## config.mk

```make
export PLATFORM = sky130hd
export DESIGN_NAME = prefetch_fetcher
export DESIGN_NICKNAME = d
export VERILOG_FILES = /design/src/rtl/prefetch_fetcher_pkg.sv /design/src/rtl/prefetch_fetcher_queue.sv /design/src/rtl/prefetch_fetcher.sv
export SDC_FILE = /design/constraint.sdc
export NUM_CORES = 1
export LEC_CHECK = 0
export ABC_CLOCK_PERIOD_IN_PS = 3900
export BUFFER_PORTS_ARGS = -buffer_cell sky130_fd_sc_hd__buf_4
export CELL_PAD_IN_SITES_DETAIL_PLACEMENT = 1
export CELL_PAD_IN_SITES_GLOBAL_PLACEMENT = 1
export CORE_AREA = 2 2 128 130
export DETAILED_ROUTE_END_ITERATION = 12
export DIE_AREA = 0 0 130 132
export HOLD_SLACK_MARGIN = 0.06
export PLACE_DENSITY_LB_ADDON = 0.1
export SLEW_MARGIN = 25
export SYNTH_ARGS = -nofsm -noshare
export SYNTH_HDL_FRONTEND = slang
export SYNTH_SLANG_ARGS = --single-unit
```

## constraint.sdc

```tcl
create_clock -name clk -period 3.9 [get_ports clk]
set_input_delay 0.585 -clock clk [delete_from_list [all_inputs] [get_ports clk]]
set_output_delay 0.585 -clock clk [all_outputs]
set_load 0.1 [all_outputs]
```

## src/rtl/prefetch_fetcher_pkg.sv

```systemverilog
// Shared types for the per-warp prefetching instruction fetcher: fetcher/warp state encodings,
// request tags and the default prefetch depth.
package prefetch_fetcher_pkg;

  localparam int DEFAULT_PREFETCH_DEPTH = 4;

  typedef logic [1:0] fetcher_state_t;
  localparam fetcher_state_t FETCHER_IDLE     = 2'd0;
  localparam fetcher_state_t FETCHER_FETCHING = 2'd1;
  localparam fetcher_state_t FETCHER_DONE     = 2'd2;

  typedef logic [2:0] warp_state_t;
  localparam warp_state_t WARP_IDLE   = 3'd0;
  localparam warp_state_t WARP_FETCH  = 3'd1;
  localparam warp_state_t WARP_DECODE = 3'd2;

  typedef enum logic [1:0] {
    TAG_DEMAND   = 2'd0,
    TAG_PREFETCH = 2'd1,
    TAG_DISCARD  = 2'd2
  } fetch_tag_t;

endpackage

```

## src/rtl/prefetch_fetcher_queue.sv

```systemverilog
// In-order prefetch queue of {addr, instr} entries with wrap-around pointers.
// Flush beats push and pop; a push into a full queue is accepted only alongside a pop.
module prefetch_fetcher_queue #(
  parameter int DEPTH       = 4,
  parameter int ADDR_WIDTH  = 8,
  parameter int INSTR_WIDTH = 16,
  localparam int PW = $clog2(DEPTH),
  localparam int CW = $clog2(DEPTH + 1)
) (
  input  logic                   clk,
  input  logic                   reset,
  input  logic                   push,
  input  logic [ADDR_WIDTH-1:0]  push_addr,
  input  logic [INSTR_WIDTH-1:0] push_instr,
  input  logic                   pop,
  input  logic                   flush,
  output logic [ADDR_WIDTH-1:0]  head_addr,
  output logic [INSTR_WIDTH-1:0] head_instr,
  output logic [CW-1:0]          count
);

  localparam logic [CW-1:0] FULL_CNT = CW'(DEPTH);

  logic [ADDR_WIDTH-1:0]  addr_q  [DEPTH];
  logic [ADDR_WIDTH-1:0]  addr_d  [DEPTH];
  logic [INSTR_WIDTH-1:0] instr_q [DEPTH];
  logic [INSTR_WIDTH-1:0] instr_d [DEPTH];
  logic [PW-1:0]          rd_ptr_q, rd_ptr_d;
  logic [PW-1:0]          wr_ptr_q, wr_ptr_d;
  logic [CW-1:0]          count_q, count_d;
  logic                   do_pop, do_push;

  assign do_pop  = pop && (count_q != '0);
  assign do_push = push && ((count_q != FULL_CNT) || do_pop);

  always_comb begin
    addr_d   = addr_q;
    instr_d  = instr_q;
    rd_ptr_d = rd_ptr_q;
    wr_ptr_d = wr_ptr_q;
    count_d  = count_q;
    if (flush) begin
      rd_ptr_d = '0;
      wr_ptr_d = '0;
      count_d  = '0;
    end else begin
      if (do_push) begin
        addr_d[wr_ptr_q]  = push_addr;
        instr_d[wr_ptr_q] = push_instr;
        wr_ptr_d          = wr_ptr_q + PW'(1);
      end
      if (do_pop) begin
        rd_ptr_d = rd_ptr_q + PW'(1);
      end
      case ({do_push, do_pop})
        2'b10:   count_d = count_q + CW'(1);
        2'b01:   count_d = count_q - CW'(1);
        default: count_d = count_q;
      endcase
    end
  end

  always_ff @(posedge clk) begin
    if (reset) begin
      for (int i = 0; i < DEPTH; i++) begin
        addr_q[i]  <= '0;
        instr_q[i] <= '0;
      end
      rd_ptr_q <= '0;
      wr_ptr_q <= '0;
      count_q  <= '0;
    end else begin
      addr_q   <= addr_d;
      instr_q  <= instr_d;
      rd_ptr_q <= rd_ptr_d;
      wr_ptr_q <= wr_ptr_d;
      count_q  <= count_d;
    end
  end

  assign head_addr  = addr_q[rd_ptr_q];
  assign head_instr = instr_q[rd_ptr_q];
  assign count      = count_q;

endmodule

```

## src/rtl/prefetch_fetcher.sv

```systemverilog
// Per-warp instruction fetcher: sequential PCs are served from a prefetch queue in one cycle,
// anything else flushes the queue and refetches from the demand address.
module prefetch_fetcher
  import prefetch_fetcher_pkg::*;
#(
  parameter int DEPTH       = DEFAULT_PREFETCH_DEPTH,
  parameter int ADDR_WIDTH  = 8,
  parameter int INSTR_WIDTH = 16,
  localparam int CW = $clog2(DEPTH + 1)
) (
  input  logic                   clk,
  input  logic                   reset,
  input  warp_state_t            warp_state,
  input  logic [ADDR_WIDTH-1:0]  pc,
  input  logic                   prefetch_enable,
  input  logic                   instruction_mem_read_ready,
  input  logic [INSTR_WIDTH-1:0] instruction_mem_read_data,
  output logic                   instruction_mem_read_valid,
  output logic [ADDR_WIDTH-1:0]  instruction_mem_read_address,
  output fetcher_state_t         fetcher_state,
  output logic [INSTR_WIDTH-1:0] instruction,
  output logic [CW-1:0]          queue_count,
  output logic                   prefetch_hit
);

  localparam logic [CW-1:0] DEPTH_CNT = CW'(DEPTH);

  // Memory handshake: one read outstanding at most. valid/address hold until a cycle with
  // ready=1, which completes the read; valid is low on the following cycle. ready is
  // meaningless while valid=0.
  fetcher_state_t         state_q, state_d;
  logic [INSTR_WIDTH-1:0] instr_q, instr_d;
  logic                   valid_q, valid_d;
  logic [ADDR_WIDTH-1:0]  addr_q, addr_d;
  fetch_tag_t             tag_q, tag_d;
  logic [ADDR_WIDTH-1:0]  next_addr_q, next_addr_d;
  logic                   dpend_q, dpend_d;
  logic [ADDR_WIDTH-1:0]  daddr_q, daddr_d;
  logic                   hit_q, hit_d;

  logic                   q_push, q_pop, q_flush;
  logic [ADDR_WIDTH-1:0]  q_head_addr;
  logic [INSTR_WIDTH-1:0] q_head_instr;
  logic [CW-1:0]          q_count;
  logic                   resp, idle_fetch, hit, miss;

  prefetch_fetcher_queue #(
    .DEPTH      (DEPTH),
    .ADDR_WIDTH (ADDR_WIDTH),
    .INSTR_WIDTH(INSTR_WIDTH)
  ) u_queue (
    .clk       (clk),
    .reset     (reset),
    .push      (q_push),
    .push_addr (addr_q),
    .push_instr(instruction_mem_read_data),
    .pop       (q_pop),
    .flush     (q_flush),
    .head_addr (q_head_addr),
    .head_instr(q_head_instr),
    .count     (q_count)
  );

  assign resp       = valid_q && instruction_mem_read_ready;
  assign idle_fetch = (state_q == FETCHER_IDLE) && (warp_state == WARP_FETCH);
  assign hit        = idle_fetch && (q_count != '0) && (q_head_addr == pc);
  assign miss       = idle_fetch && !hit;

  always_comb begin
    state_d     = state_q;
    instr_d     = instr_q;
    valid_d     = valid_q;
    addr_d      = addr_q;
    tag_d       = tag_q;
    next_addr_d = next_addr_q;
    dpend_d     = dpend_q;
    daddr_d     = daddr_q;
    hit_d       = 1'b0;
    q_push      = 1'b0;
    q_pop       = 1'b0;
    q_flush     = 1'b0;

    if (resp) begin
      valid_d = 1'b0;
      case (tag_q)
        TAG_DEMAND: begin
          instr_d = instruction_mem_read_data;
          state_d = FETCHER_DONE;
        end
        TAG_PREFETCH: begin
          q_push      = 1'b1;
          next_addr_d = addr_q + 1'b1;
        end
        default: ;
      endcase
    end

    case (state_q)
      FETCHER_IDLE: begin
        if (hit) begin
          instr_d = q_head_instr;
          q_pop   = 1'b1;
          hit_d   = 1'b1;
          state_d = FETCHER_DONE;
        end else if (miss) begin
          // Flush also drops a prefetch response landing this same cycle.
          q_flush     = 1'b1;
          next_addr_d = pc + 1'b1;
          state_d     = FETCHER_FETCHING;
          if (valid_q && !resp) begin
            if (addr_q == pc) begin
              tag_d = TAG_DEMAND;
            end else begin
              tag_d   = TAG_DISCARD;
              dpend_d = 1'b1;
              daddr_d = pc;
            end
          end else if (valid_q) begin
            dpend_d = 1'b1;
            daddr_d = pc;
          end else begin
            valid_d = 1'b1;
            addr_d  = pc;
            tag_d   = TAG_DEMAND;
          end
        end
      end
      FETCHER_DONE: begin
        if (warp_state == WARP_DECODE) state_d = FETCHER_IDLE;
      end
      default: ;
    endcase

    // A deferred demand always wins the free port over a prefetch.
    if (!valid_q && dpend_q) begin
      valid_d = 1'b1;
      addr_d  = daddr_q;
      tag_d   = TAG_DEMAND;
      dpend_d = 1'b0;
    end else if (!valid_q && !miss && prefetch_enable && (q_count < DEPTH_CNT)) begin
      valid_d = 1'b1;
      addr_d  = next_addr_q;
      tag_d   = TAG_PREFETCH;
    end
  end

  always_ff @(posedge clk) begin
    if (reset) begin
      state_q     <= FETCHER_IDLE;
      instr_q     <= '0;
      valid_q     <= 1'b0;
      addr_q      <= '0;
      tag_q       <= TAG_DEMAND;
      next_addr_q <= '0;
      dpend_q     <= 1'b0;
      daddr_q     <= '0;
      hit_q       <= 1'b0;
    end else begin
      state_q     <= state_d;
      instr_q     <= instr_d;
      valid_q     <= valid_d;
      addr_q      <= addr_d;
      tag_q       <= tag_d;
      next_addr_q <= next_addr_d;
      dpend_q     <= dpend_d;
      daddr_q     <= daddr_d;
      hit_q       <= hit_d;
    end
  end

  assign instruction_mem_read_valid   = valid_q;
  assign instruction_mem_read_address = addr_q;
  assign fetcher_state                = state_q;
  assign instruction                  = instr_q;
  assign queue_count                  = q_count;
  assign prefetch_hit                 = hit_q;

endmodule

```

---- After elaboration in Yosys (flattened, before gate mapping) ----
Index checks and enable logic that the tools add are counted.
cells by class
  bitwise logic cells ..................... 4
  $lt $le $gt $ge ......................... 4
  $add $sub $neg .......................... 6
  muxes and demuxes ....................... 63
  reduce and logical (&&, ||, !) cells .... 35
  equality and inequality tests ........... 16
operator list
  operator                                               count
  two-way mux 8 bit                                      18
  two-way mux 16 bit                                     7
  bitwise mux 64 bit                                     1
  binary-select mux 16 bit (select 2 bit)                1
  bitwise mux 32 bit                                     1
  demux 16 bit (select 2 bit)                            1
  two-way mux 1 bit                                      22
  adder 8 x 1 -> 8 bit, second input constant            2
  binary-select mux 8 bit (select 2 bit)                 1
  demux 8 bit (select 2 bit)                             1
  == test 8 bit                                          2
  two-way mux 2 bit                                      8
  logical AND 1 bit                                      13
  inequality test 3 x 1 -> 1 bit, second input constant  4
  AND reduction 5 bit                                    2
  nonzero test 3 bit                                     3
  AND reduction 4 bit                                    2
  nonzero test 2 bit                                     4
  >= comparator 3 bit, second input constant             2
  NOT 2 -> 3 bit                                         2
  case mux 3 bit (2 select lines)                        1
  adder 2 x 1 -> 2 bit, second input constant            2
  == test 2 x 1 -> 1 bit, second input constant          2
  == test 2 bit, second input constant                   2
  other kinds (17)                                       24
storage, ports and cells
  bits of input ports ..................... 31
  logic and storage cells ................. 149
  register bits after elaboration ......... 150

---- Depth between registers and ports, before layout ----
  depth after elaboration ................. 14
  depth in mapped cells ................... 15
  mapped depth without buffers ............ 13

---- Cells and area by module ----
From an unflattened synthesis, not the netlist that was laid out.
second synthesis, totals
  cell total of the unflattened synthesis .. 700
  area, all modules ....................... 7348.3 um^2
by module, submodules not included
  module                  instances  cells an instance  sequential area each (um^2)  area an instance (um^2)
  prefetch_fetcher_queue  1          416                2062.0                       4812.1
  prefetch_fetcher        1          284                940.9                        2536.2

---- Worst setup path after synthesis ----
No wires, ideal clock.
  path kind ............................... reg2reg
  start point ............................. register state_q[0] (netlist: fetcher_state[0])
  end point ............................... register u_queue.count_q[2] (netlist: u_queue.count[2])
  clock period less this slack ............ 3.378 ns
  data arrival time ....................... 3.261 ns
  cell stages (with the launch flop) ...... 14
  setup slack ............................. 0.522 ns
  library setup time ...................... 0.117 ns
  buffers on the path ..................... 1
  path through ............................ dfxtp_1 -> or4b_4 -> or2_1 -> clkbuf_1 -> nor2_1 -> nand4_1 -> nor3_1 -> ha_1 -> inv_1 -> fa_1 -> xor2_1 -> nor2_1 -> xnor2_1 -> nor2_1
on the way
  cells in the longest elaborated chain, start to end .. 11
RTL lines
  item                                                                          RTL line                                        source
  start, declared                                                               prefetch_fetcher.sv:31                          fetcher_state_t state_q, state_d;
  start signal, assigned                                                        prefetch_fetcher.sv:159                         state_q <= state_d;
  logical NOT 2 bit (*)                                                         prefetch_fetcher.sv:65, prefetch_fetcher.sv:98
  logical AND 1 bit                                                             prefetch_fetcher.sv:65                          assign idle_fetch = (state_q == FETCHER_IDLE) && (warp_state == WARP_FETCH);
  logical AND 1 bit (2 in a row)                                                prefetch_fetcher.sv:66                          assign hit = idle_fetch && (q_count != '0) && (q_head_addr == pc);
  two-way mux 1 bit                                                             prefetch_fetcher.sv:100                         if (hit) begin
  two-way mux 1 bit (*)                                                         -
  logical AND 1 bit (*)                                                         prefetch_fetcher_queue.sv:33                    assign do_pop = pop && (count_q != '0);
  net u_queue.do_pop                                                            prefetch_fetcher_queue.sv:31                    logic do_pop, do_push;
  logical OR 1 bit                                                              prefetch_fetcher_queue.sv:34                    assign do_push = push && ((count_q != FULL_CNT) || do_pop);
  logical AND 1 bit                                                             prefetch_fetcher_queue.sv:34
  == test 2 x 1 -> 1 bit / == test 2 bit (equally long branches)                prefetch_fetcher_queue.sv:55                    case ({do_push, do_pop})
  case mux 3 bit (2 select lines) / nonzero test 2 bit (equally long branches)  -
  end signal, assigned                                                          prefetch_fetcher_queue.sv:77                    count_q <= count_d;
  end, declared                                                                 prefetch_fetcher_queue.sv:30                    logic [CW-1:0] count_q, count_d;
The timed path passes the listed nets; every way through them passes the cells marked *.
A chain may end at the register's enable or synchronous reset.

---- Final worst setup path ----
  start point ............................. register u_queue.rd_ptr_q[1]
  end point ............................... register u_queue.count_q[2] (netlist: u_queue.count[2])
on the way
  cells in the longest elaborated chain, start to end .. 13
RTL lines
  item                                                                          RTL line                      source
  start, declared                                                               prefetch_fetcher_queue.sv:28  logic [PW-1:0] rd_ptr_q, rd_ptr_d;
  start signal, assigned                                                        prefetch_fetcher_queue.sv:75  rd_ptr_q <= rd_ptr_d;
  NOT 2 -> 3 bit (implied by the code) (*)                                      prefetch_fetcher_queue.sv:81  assign head_addr = addr_q[rd_ptr_q];
  binary-select mux 8 bit (select 2 bit) (*)                                    prefetch_fetcher_queue.sv:81
  two-way mux 8 bit (implied by the code) (*) (2 in a row)                      prefetch_fetcher_queue.sv:81
  == test 8 bit (*)                                                             prefetch_fetcher.sv:66
  logical AND 1 bit (*)                                                         prefetch_fetcher.sv:66
  two-way mux 1 bit (*)                                                         prefetch_fetcher.sv:100
  two-way mux 1 bit (*)                                                         -
  logical AND 1 bit (*)                                                         prefetch_fetcher_queue.sv:33
  net u_queue.do_pop                                                            prefetch_fetcher_queue.sv:31
  logical OR 1 bit                                                              prefetch_fetcher_queue.sv:34
  logical AND 1 bit                                                             prefetch_fetcher_queue.sv:34
  == test 2 x 1 -> 1 bit / == test 2 bit (equally long branches)                prefetch_fetcher_queue.sv:55
  case mux 3 bit (2 select lines) / nonzero test 2 bit (equally long branches)  -
The timed path passes the listed nets; every way through them passes the cells marked *. The select of a mux whose other input is x is not followed.

==> impl_metrics.json <==
{
  "rsz0062_at_grt": "no",
  "finalWirelength_um": 19600,
  "viasPerCell": 5.62,
  "synthTopCellsByArea": "dfxtp_1 41%, mux2i_1 18%, nor2_1 7.1%",
  "status": "complete, no violations",
  "drive_above_1_share_pct": 18.4,
  "ctsResizeCount": 0,
  "start_util_pct": 46.1,
  "period_share_pct": 86.9,
  "p_leak_nw": 2.83,
  "yosysTopAreaCellShare_pct": 41.5,
  "core_mm2": 0.0157,
  "avgSynthCellArea_um2": 9.81,
  "drc": 0,
  "syn_nets": 777,
  "die_h_um": 132,
  "path_buf_inv": 1,
  "clockBufferDepth": 2,
  "grt-ovfl-total": 0,
  "worstSetupStartpointType": "flop",
  "fillers": 1772,
  "drt_iter0_markers": 231,
  "track_usage_pct": 23.9,
  "n_antenna_cell": 0,
  "cts_tree": "yes",
  "insertion_delay_ns": 0.43,
  "vdd_drop_max_mv": 0.312,
  "first_pass_iters": 4,
  "relSlewSlack_pct": 36.7,
  "fin_nets": 809,
  "syn_inst": 738,
  "cts.hold.buffers_added": 0,
  "rows": 46,
  "arrival_ns": 3.70,
  "cts.htree.levels": 4,
  "synth_most_common_cell": "dfxtp_1",
  "cp.required_ns": 4.21,
  "cts-root-buf": "clkbuf_16",
  "synth_warnings": 0,
  "async_reset_ff_share_pct": 0,
  "dpl_cell_area_mm2": 0.00773,
  "hp-class": "in -> reg",
  "crit_fanout": 14,
  "ant_nets": 0,
  "synth_largest_area_cell": "dfxtp_1",
  "hpwl_um": 13000,
  "globalplace.congestion": 0.805,
  "setup_violations": 0,
  "endpoint_kind": "flop",
  "slowest_stage": "dfxtp_1",
  "yosys_register_bits": 150,
  "wl_per_cell_um": 19.6,
  "synth-seq-area-share_pct": 41.5,
  "regToRegSetupSlack_ns": 0.51,
  "tns_ns": 0,
  "antenna_found_initial": 0,
  "synth_area_mm2": 0.00724,
  "synth_cell_types": 58,
  "fmax_mhz": 295,
  "clock_sinks": 150,
  "clk_pin_slew_ns": 0.06,
  "crit_type": "reg -> reg",
  "power_density_mw_per_mm2": 431,
  "layout_min_cycle_time_ns": 3.39,
  "synth_common_cells": "150 x dfxtp_1, 137 x nor2_1, 129 x mux2i_1",
  "drv_cap": 0,
  "io_buffers": 61,
  "path_cells": "mux2i_1 > xor2_1 > nand4_1 > mux2_2 > nor3_1 > ha_1 > inv_1 > fa_1 > xor2_1 > nor2_1 > xnor2_1 > nor2_1",
  "cts_setup_buffers": 0,
  "cts_buffers": 17,
  "finalHoldViolations": 0,
  "die_area_mm2": 0.0172,
  "grt_pass1_vias": 5976,
  "grt_pass1_wl_um": 31900,
  "synthFlopType": "dfxtp_1",
  "num_vias": 5612,
  "final_max_slew_viol_count": 0,
  "slowest_delay_ns": 0.78,
  "grt_max_degree": 93,
  "tightest_slew_ns": 0.949,
  "num_io_pins": 62,
  "fp.dieW_um": 130,
  "synth_edf_count": 0,
  "final_area_mm2": 0.00830,
  "finalClockSkew_ns": 0.0128,
  "syn2layout_area_growth_pct": 14.7,
  "crit_family": "flip-flops"
}
sequential cells by signal (all words and copies together), names as in the netlist, 3 cells and up:
register,count
daddr_q,8
instruction,16
instruction_mem_read_address,8
next_addr_q,8
u_queue.addr_q,32
u_queue.count,3
u_queue.instr_q,64
report_power, final:
| part | switching (mW) | internal [mW] |
|---|---|---|
| Combinational | 0.258 | 0.111 |
| Clock | 0.656 | 0.953 |
| Sequential | 0.0424 | 1.56 |
worst min-delay path: stages:
cell	delay, ns
buf_4	0.10
mux2i_1	0.06
nor2_1	0.07
metal layers:
layer	GRT usage (%)	up-vias	part of all wire, %
met3	4.87	31	3.4
met2	39.6	96	49
li1	-	2648	-
met5	0	-	0
met4	7.83	0	1.7
met1	31.1	2837	46
metrics by stage:
stage	setup WS [ns]	instances	total power, mW	util (%)	hold slack [ns]
final	0.511	998	3.58	52.9	0.434
after global routing	0.149	998	3.71	52.9	0.437
after CTS	0.461	998	3.61	52.9	0.423
after detailed placement	0.392	967	2.00	49.2	0.480
after global placement	0.522	967	1.99	49.2	0.467
after floorplan	0.522	738	1.89	-	0.448
path summary, 6_finish.rpt:
path,end,cells after the start,startpoint
worst max-delay path,u_queue.count[2],12,u_queue.rd_ptr_q[1]
worst max register to register,u_queue.count[2],12,u_queue.rd_ptr_q[1]
worst min register to register,u_queue.instr_q[19],2,u_queue.instr_q[19]
worst min-delay path,u_queue.instr_q[59],3,instruction_mem_read_data[11]
cell families (layout without fill, tap and decap cells):
group | count (synthesis) | count (layout) | synth area share [%]
buf+inv | 72 | 116 | 5.39
fa+ha+maj | 8 | 8 | 1.49
flops | 150 | 150 | 41.5
xor+xnor | 35 | 35 | 4.23
compound gates | 91 | 91 | 8.73
mux | 151 | 151 | 24.4
simple gates | 231 | 231 | 14.3
cell usage in the layout (no fill, tap or decap), drive strengths merged, types with 3 or more instances in the layout:
master / n
mux2i: 130
xnor2: 19
o211ai: 3
o21ai: 14
a32o: 4
nor3: 8
or3: 3
nand2b: 5
dfxtp: 150
nor2: 138
inv: 9
nand2: 33
nand4: 5
mux4: 20
nand3: 16
a32oi: 3
xor2: 16
clkinv: 6
and3: 5
a21oi: 24
ha: 7
a211oi: 24
a31oi: 9
o221ai: 4
buf: 77
clkinvlp: 3
clkbuf: 19
or2: 4
final cells by class:
class | count | area [µm²] | share of cell area [%]
sequential | 150 | 3000 | 36.2
tap | 216 | 270 | 3.25
clock buffer | 19 | 443 | 5.33
clock inverter | 12 | 129 | 1.55
timing repair buffer | 77 | 578 | 6.96
multi-input combinational | 516 | 3850 | 46.4
inverter | 8 | 30.0 | 0.362
Power figures use the tool's default switching activity.
